--- src/rtl/puf_response_collector_pkg.sv ---
// Shared definitions for the PUF response collector.
//   state_t        : controller state encoding
//   LFSR_TAPS      : feedback tap mask of the challenge LFSR (bits 7,5,4,3)
//   ZERO_SEED_SUB  : value loaded instead of an all-zero seed (zero is a lock-up state)
package puf_response_collector_pkg;

    typedef enum logic [2:0] {
        ST_IDLE   = 3'd0,
        ST_APPLY  = 3'd1,
        ST_SAMPLE = 3'd2,
        ST_DECIDE = 3'd3,
        ST_DONE   = 3'd4
    } state_t;

    localparam logic [7:0] LFSR_TAPS     = 8'hB8;
    localparam logic [7:0] ZERO_SEED_SUB = 8'h01;

endpackage

--- src/rtl/puf_response_collector_lfsr8_step.sv ---
// One step of the 8-bit challenge LFSR (purely combinational).
//   cur : current LFSR value
//   nxt : next value, shifted left with the tap parity in bit 0
module lfsr8_step
    import puf_response_collector_pkg::*;
(
    input  logic [7:0] cur,
    output logic [7:0] nxt
);

    assign nxt = {cur[6:0], ^(cur & LFSR_TAPS)};

endmodule

--- src/rtl/puf_response_collector.sv ---
// Arbiter-PUF response collector: drives LFSR challenges, majority-votes
// VOTES samples of the arbiter bit per challenge and packs NBITS voted bits
// (first challenge in the MSB) into resp, with a start/done/ack handshake.
//   clk, rst : clock, asynchronous active-high reset
//   start    : request a measurement (IDLE only); seed latched with it
//   ack      : CPU has consumed resp (DONE only; wins over start)
//   arb_out  : arbiter response bit, sampled only in SAMPLE
//   chal     : challenge driven to the arbiter
//   busy     : measurement in progress
//   done     : resp valid and stable
//   resp     : collected response word
// busy and done are registered decodes of the state, so they trail the
// state register by one cycle; done therefore rises one edge after the
// final DECIDE.
module puf_response_collector
    import puf_response_collector_pkg::*;
#(
    parameter int unsigned NBITS  = 32,
    parameter int unsigned SETTLE = 4,
    parameter int unsigned VOTES  = 5
) (
    input  logic             clk,
    input  logic             rst,
    input  logic             start,
    input  logic [7:0]       seed,
    input  logic             ack,
    input  logic             arb_out,
    output logic [7:0]       chal,
    output logic             busy,
    output logic             done,
    output logic [NBITS-1:0] resp
);

    localparam int unsigned CW = 4;  // ones / votes counters
    localparam int unsigned BW = 5;  // bit counter
    localparam int unsigned SW = 8;  // settle counter

    state_t         state;
    state_t         next_state;
    logic [CW-1:0]  ones;
    logic [CW-1:0]  votes;
    logic [CW-1:0]  votes_inc;
    logic [BW-1:0]  bit_cnt;
    logic [SW-1:0]  settle_cnt;
    logic [7:0]     lfsr_next;
    logic           settle_last;
    logic           vote_bit;

    lfsr8_step u_lfsr (
        .cur (chal),
        .nxt (lfsr_next)
    );

    assign votes_inc   = votes + CW'(1);
    assign settle_last = (settle_cnt == SW'(SETTLE - 1));
    assign vote_bit    = (ones > CW'(VOTES / 2));

    // State register
    always_ff @(posedge clk or posedge rst) begin
        if (rst) begin
            state <= ST_IDLE;
        end else begin
            state <= next_state;
        end
    end

    // Next-state logic
    always_comb begin
        next_state = state;
        case (state)
            ST_IDLE:   if (start) next_state = ST_APPLY;
            ST_APPLY:  if (settle_last) next_state = ST_SAMPLE;
            ST_SAMPLE: next_state = (votes_inc < CW'(VOTES)) ? ST_APPLY : ST_DECIDE;
            ST_DECIDE: next_state = (bit_cnt == BW'(NBITS - 1)) ? ST_DONE : ST_APPLY;
            ST_DONE:   if (ack) next_state = ST_IDLE;
            default:   next_state = ST_IDLE;
        endcase
    end

    // Datapath: counters, challenge, response and status outputs
    always_ff @(posedge clk or posedge rst) begin
        if (rst) begin
            chal       <= 8'h00;
            resp       <= '0;
            busy       <= 1'b0;
            done       <= 1'b0;
            ones       <= '0;
            votes      <= '0;
            bit_cnt    <= '0;
            settle_cnt <= '0;
        end else begin
            busy <= (state == ST_APPLY) || (state == ST_SAMPLE) || (state == ST_DECIDE);
            done <= (state == ST_DONE);
            case (state)
                ST_IDLE: begin
                    if (start) begin
                        chal       <= (seed == 8'h00) ? ZERO_SEED_SUB : seed;
                        resp       <= '0;
                        ones       <= '0;
                        votes      <= '0;
                        bit_cnt    <= '0;
                        settle_cnt <= '0;
                    end
                end
                ST_APPLY: begin
                    settle_cnt <= settle_last ? '0 : settle_cnt + SW'(1);
                end
                ST_SAMPLE: begin
                    ones       <= ones + {{(CW-1){1'b0}}, arb_out};
                    votes      <= votes_inc;
                    settle_cnt <= '0;
                end
                ST_DECIDE: begin
                    resp    <= {resp[NBITS-2:0], vote_bit};
                    ones    <= '0;
                    votes   <= '0;
                    chal    <= lfsr_next;
                    bit_cnt <= bit_cnt + BW'(1);
                end
                default: ;
            endcase
        end
    end

endmodule
--- config.mk ---
export PLATFORM = sky130hd
export DESIGN_NAME = puf_response_collector
export DESIGN_NICKNAME = d
export VERILOG_FILES = /design/src/rtl/puf_response_collector_pkg.sv /design/src/rtl/puf_response_collector_lfsr8_step.sv /design/src/rtl/puf_response_collector.sv
export SDC_FILE = /design/constraint.sdc
export NUM_CORES = 1
export LEC_CHECK = 0
export BUFFER_PORTS_ARGS = -buffer_cell sky130_fd_sc_hd__clkbuf_2
export CORE_MARGIN = 5
export CORE_UTILIZATION = 45
export DETAILED_ROUTE_END_ITERATION = 12
export PLACE_DENSITY = 0.67
export SYNTH_ARGS = -nofsm -noshare
export SYNTH_HDL_FRONTEND = slang
export SYNTH_SLANG_ARGS = --single-unit
--- constraint.sdc ---
create_clock -name clk -period 6 [get_ports clk]
set_input_delay 1.2 -clock clk [delete_from_list [all_inputs] [get_ports clk]]
set_output_delay 1.2 -clock clk [all_outputs]
set_load 0.02 [all_outputs]
==> reports/results.ini <==
[clocking]
clkSinkCount=66
htree_num_levels=3
cts_setup_buffers=0
path_clk_slew_ns=0.07
clock_path_buffers=2
clk_latency_ns=0.34
root_buffer=clkbuf_8
cts_tree=built
numCtsBuffers=9
cts_hold_buf=0
cts_resized=0

[yosys]
synth.area.top_cells=dfrtp_1 (56%), a22o_1 (11%), o21ai_0 (3.4%), nand2_1 (2.7%), ha_1 (2.6%)
synth_compound_area_share_pct=19.3
synth_top_cell_area_share_pct=56.1
synth_edf_count=0
syn_inst=253
yosysUniqueCellTypes=42
yosys.area.top_type=dfrtp_1
synth.ff_latch_count=66
synth_commonest_cells=dfrtp_1 (66), a22o_1 (37), nand2_1 (21)
synth_top_family_by_area=compound AO/OA/AOI/OAI gates
syn_nets=272
yosys.area_share.simple_pct=12.2
ys_seq_area_share_pct=56.1
ys_warn_count=0
synth_xor_area_share_pct=3.27
synthesis.area_um2=2940
post-synth-top-count-cell=dfrtp_1
async_reset_ff_share_pct=100
avgSynthCellArea_um2=11.6
synth.area.mux_share_pct=2.38
synth_fa_ha_area_share_pct=2.55
synth_flop_cell=dfrtp_1

[sta]
tightest_slew_ns=0.810
slew_headroom_pct=46.0
min_period_over_period_pct=35.9
post-route-min-period_ns=2.15
rsz0062_at_grt=false
max_freq_mhz=464
hold_viol=0
setup_viol=0
tns_ns=0
clock_skew_ns=0.00986
slew_violations=0

[global_route]
grt_pass1_wl_mm=10.1
grt_overflow_total=0
top_usage_layer=met2
grt_util_met3_pct=4.50
use_met2_pct=22.2
grt_max_degree=67
use_met1_pct=20.2
track_usage_pct=15.1
antenna_found_initial=0
first_global_vias=2094

[die]
start_util_pct=46.3
rows=29
ios=55
die_x_um=90.9
dieArea_um2=8260
die_h_um=90.9
core-area_um2=6350

[final_layout]
fillCellCount=545
fin_cells=389
drive_gt1_share_pct=26.9
regArea_um2=1650
fin_nets=326
multi_input_area_um2=1180
synthToLayoutAreaGrowth_pct=17.1
n_antenna_cell=0

[critical_path]
cp_max_fo=56
path_class=in2reg
crit_required_ns=6.22
endpoint_kind=register
worstPathArrival_ns=2.38
cp-start-kind=input port

[power_and_ir_drop]
pwr-share-clk_pct=26.6
power_frac_seq_pct=43.5
p_per_area_nw_per_um2=407
power.internal_uw=872
swShare_pct=37.8
cellLeakagePower_nw=1.73
ir_drop_v=0.000249
comb_power_share_pct=29.9
p_sw_uw=530

[placed_design]
gp_congestion=0.816
post-place-cells=373
portBuffers=54
dp_hpwl_mm=3.89

[run]
cap_violations=0

[routing]
drtAntennaViolNets=0
wl_per_cell_um=15.1
drt-pass1-iter-count=4
route.detailed.drc=0
initialDrtViolationCount=123
via_count=2149
vias_per_cell=5.52
totalWireLength_mm=5.87

[status]
status=finished, final reports clean

[worst_hold_path]
hp-class=reg2reg

power groups by stage:
stage	combinational [mW]	sequential, mW	clock [mW]
floorplan	0.321	0.623	0
global placement	0.408	0.615	0
detailed placement	0.421	0.616	0
CTS	0.423	0.610	0.386
global route	0.468	0.627	0.404
finish	0.419	0.610	0.372
per-stage QoR:
step | hold WS [ns] | util [%] | area (um2) | power, mW | worst slack, ns
4_1_cts | 0.506 | 54.3 | 3450 | 1.42 | 3.84
5_1_grt | 0.528 | 54.3 | 3450 | 1.50 | 3.75
3_5_place_dp | 0.489 | 51.1 | 3240 | 1.04 | 3.51
6_report | 0.502 | 54.3 | 3450 | 1.40 | 3.85
2_1_floorplan | 0.452 | - | 2940 | 0.944 | 3.15
3_3_place_gp | 0.477 | 51.1 | 3240 | 1.02 | 3.53
placed cells by master, fill, tap and decap left out, drive strengths merged, types with 3 or more instances in the layout:
cell type  synthesis  final
buf               13      3
xor2               6      6
a21oi              7      7
nand3              4      4
dfrtp             66     66
clkbuf             1     64
nand2             21     21
ha                 6      6
o21ai             23     23
xnor2              5      5
and3               3      3
a22o              37     37
mux2i              7      7
clkinvlp           0      3
nand4              5      5
nor4               3      3
and2               5      5
nor2              10     10
inv                6      6
nor3               6      6
registers in the layout (all words and copies together), names as in the netlist:
signal and count:
done 1, settle_cnt 8, busy 1, state 3, votes 4, bit_cnt 5
chal 8, ones 4, resp 32
logic make-up (layout without fill, tap and decap cells):
kind of cell             count (synthesis)  in the layout
adder cells (fa/ha/maj)                  6              6
AND/OR/NAND/NOR                         66             66
flip-flops                              66             66
buffers and inverters                   20             79
XOR/XNOR                                11             11
multiplexers                             7              7
AO/OA/AOI/OAI                           77             77
layer usage:
metal | routed length, um | vias to the layer above
li1 | - | 1031
met3 | 343 | 10
met4 | 111 | 0
met5 | 0 | -
met1 | 2770 | 1051
met2 | 2650 | 57
area by class of cell:
cell class                 count  area share [%]
timing repair buffer          57            8.49
multi-input combinational    167            34.2
clock buffer                  10            3.99
clock inverter                 6            1.92
sequential                    66            47.9
tap                           77            2.79
inverter                       6           0.653
path summary, 6_finish.rpt:
| kind | slack [ns] | from | cells past startpoint | end |
|---|---|---|---|---|
| setup reg to reg | 4.07 | state[1] | 5 | chal[0] |
| min in group asynchronous | 1.09 | rst | 3 | resp[19] |
| hold / removal | 0.50 | resp[31] | 1 | resp[31] |
| setup / recovery | 3.85 | start | 6 | chal[0] |
| hold reg to reg | 0.50 | resp[31] | 1 | resp[31] |
| max in group asynchronous | 4.38 | rst | 3 | votes[2] |
critical path, stage by stage:
cell and delay, ns:
clkbuf_2 0.11, nor3b_1 0.16, o21ai_4 0.14, buf_4 0.45, a21oi_1 0.08, a22o_1 0.22
(Power assumes the default switching activity.)
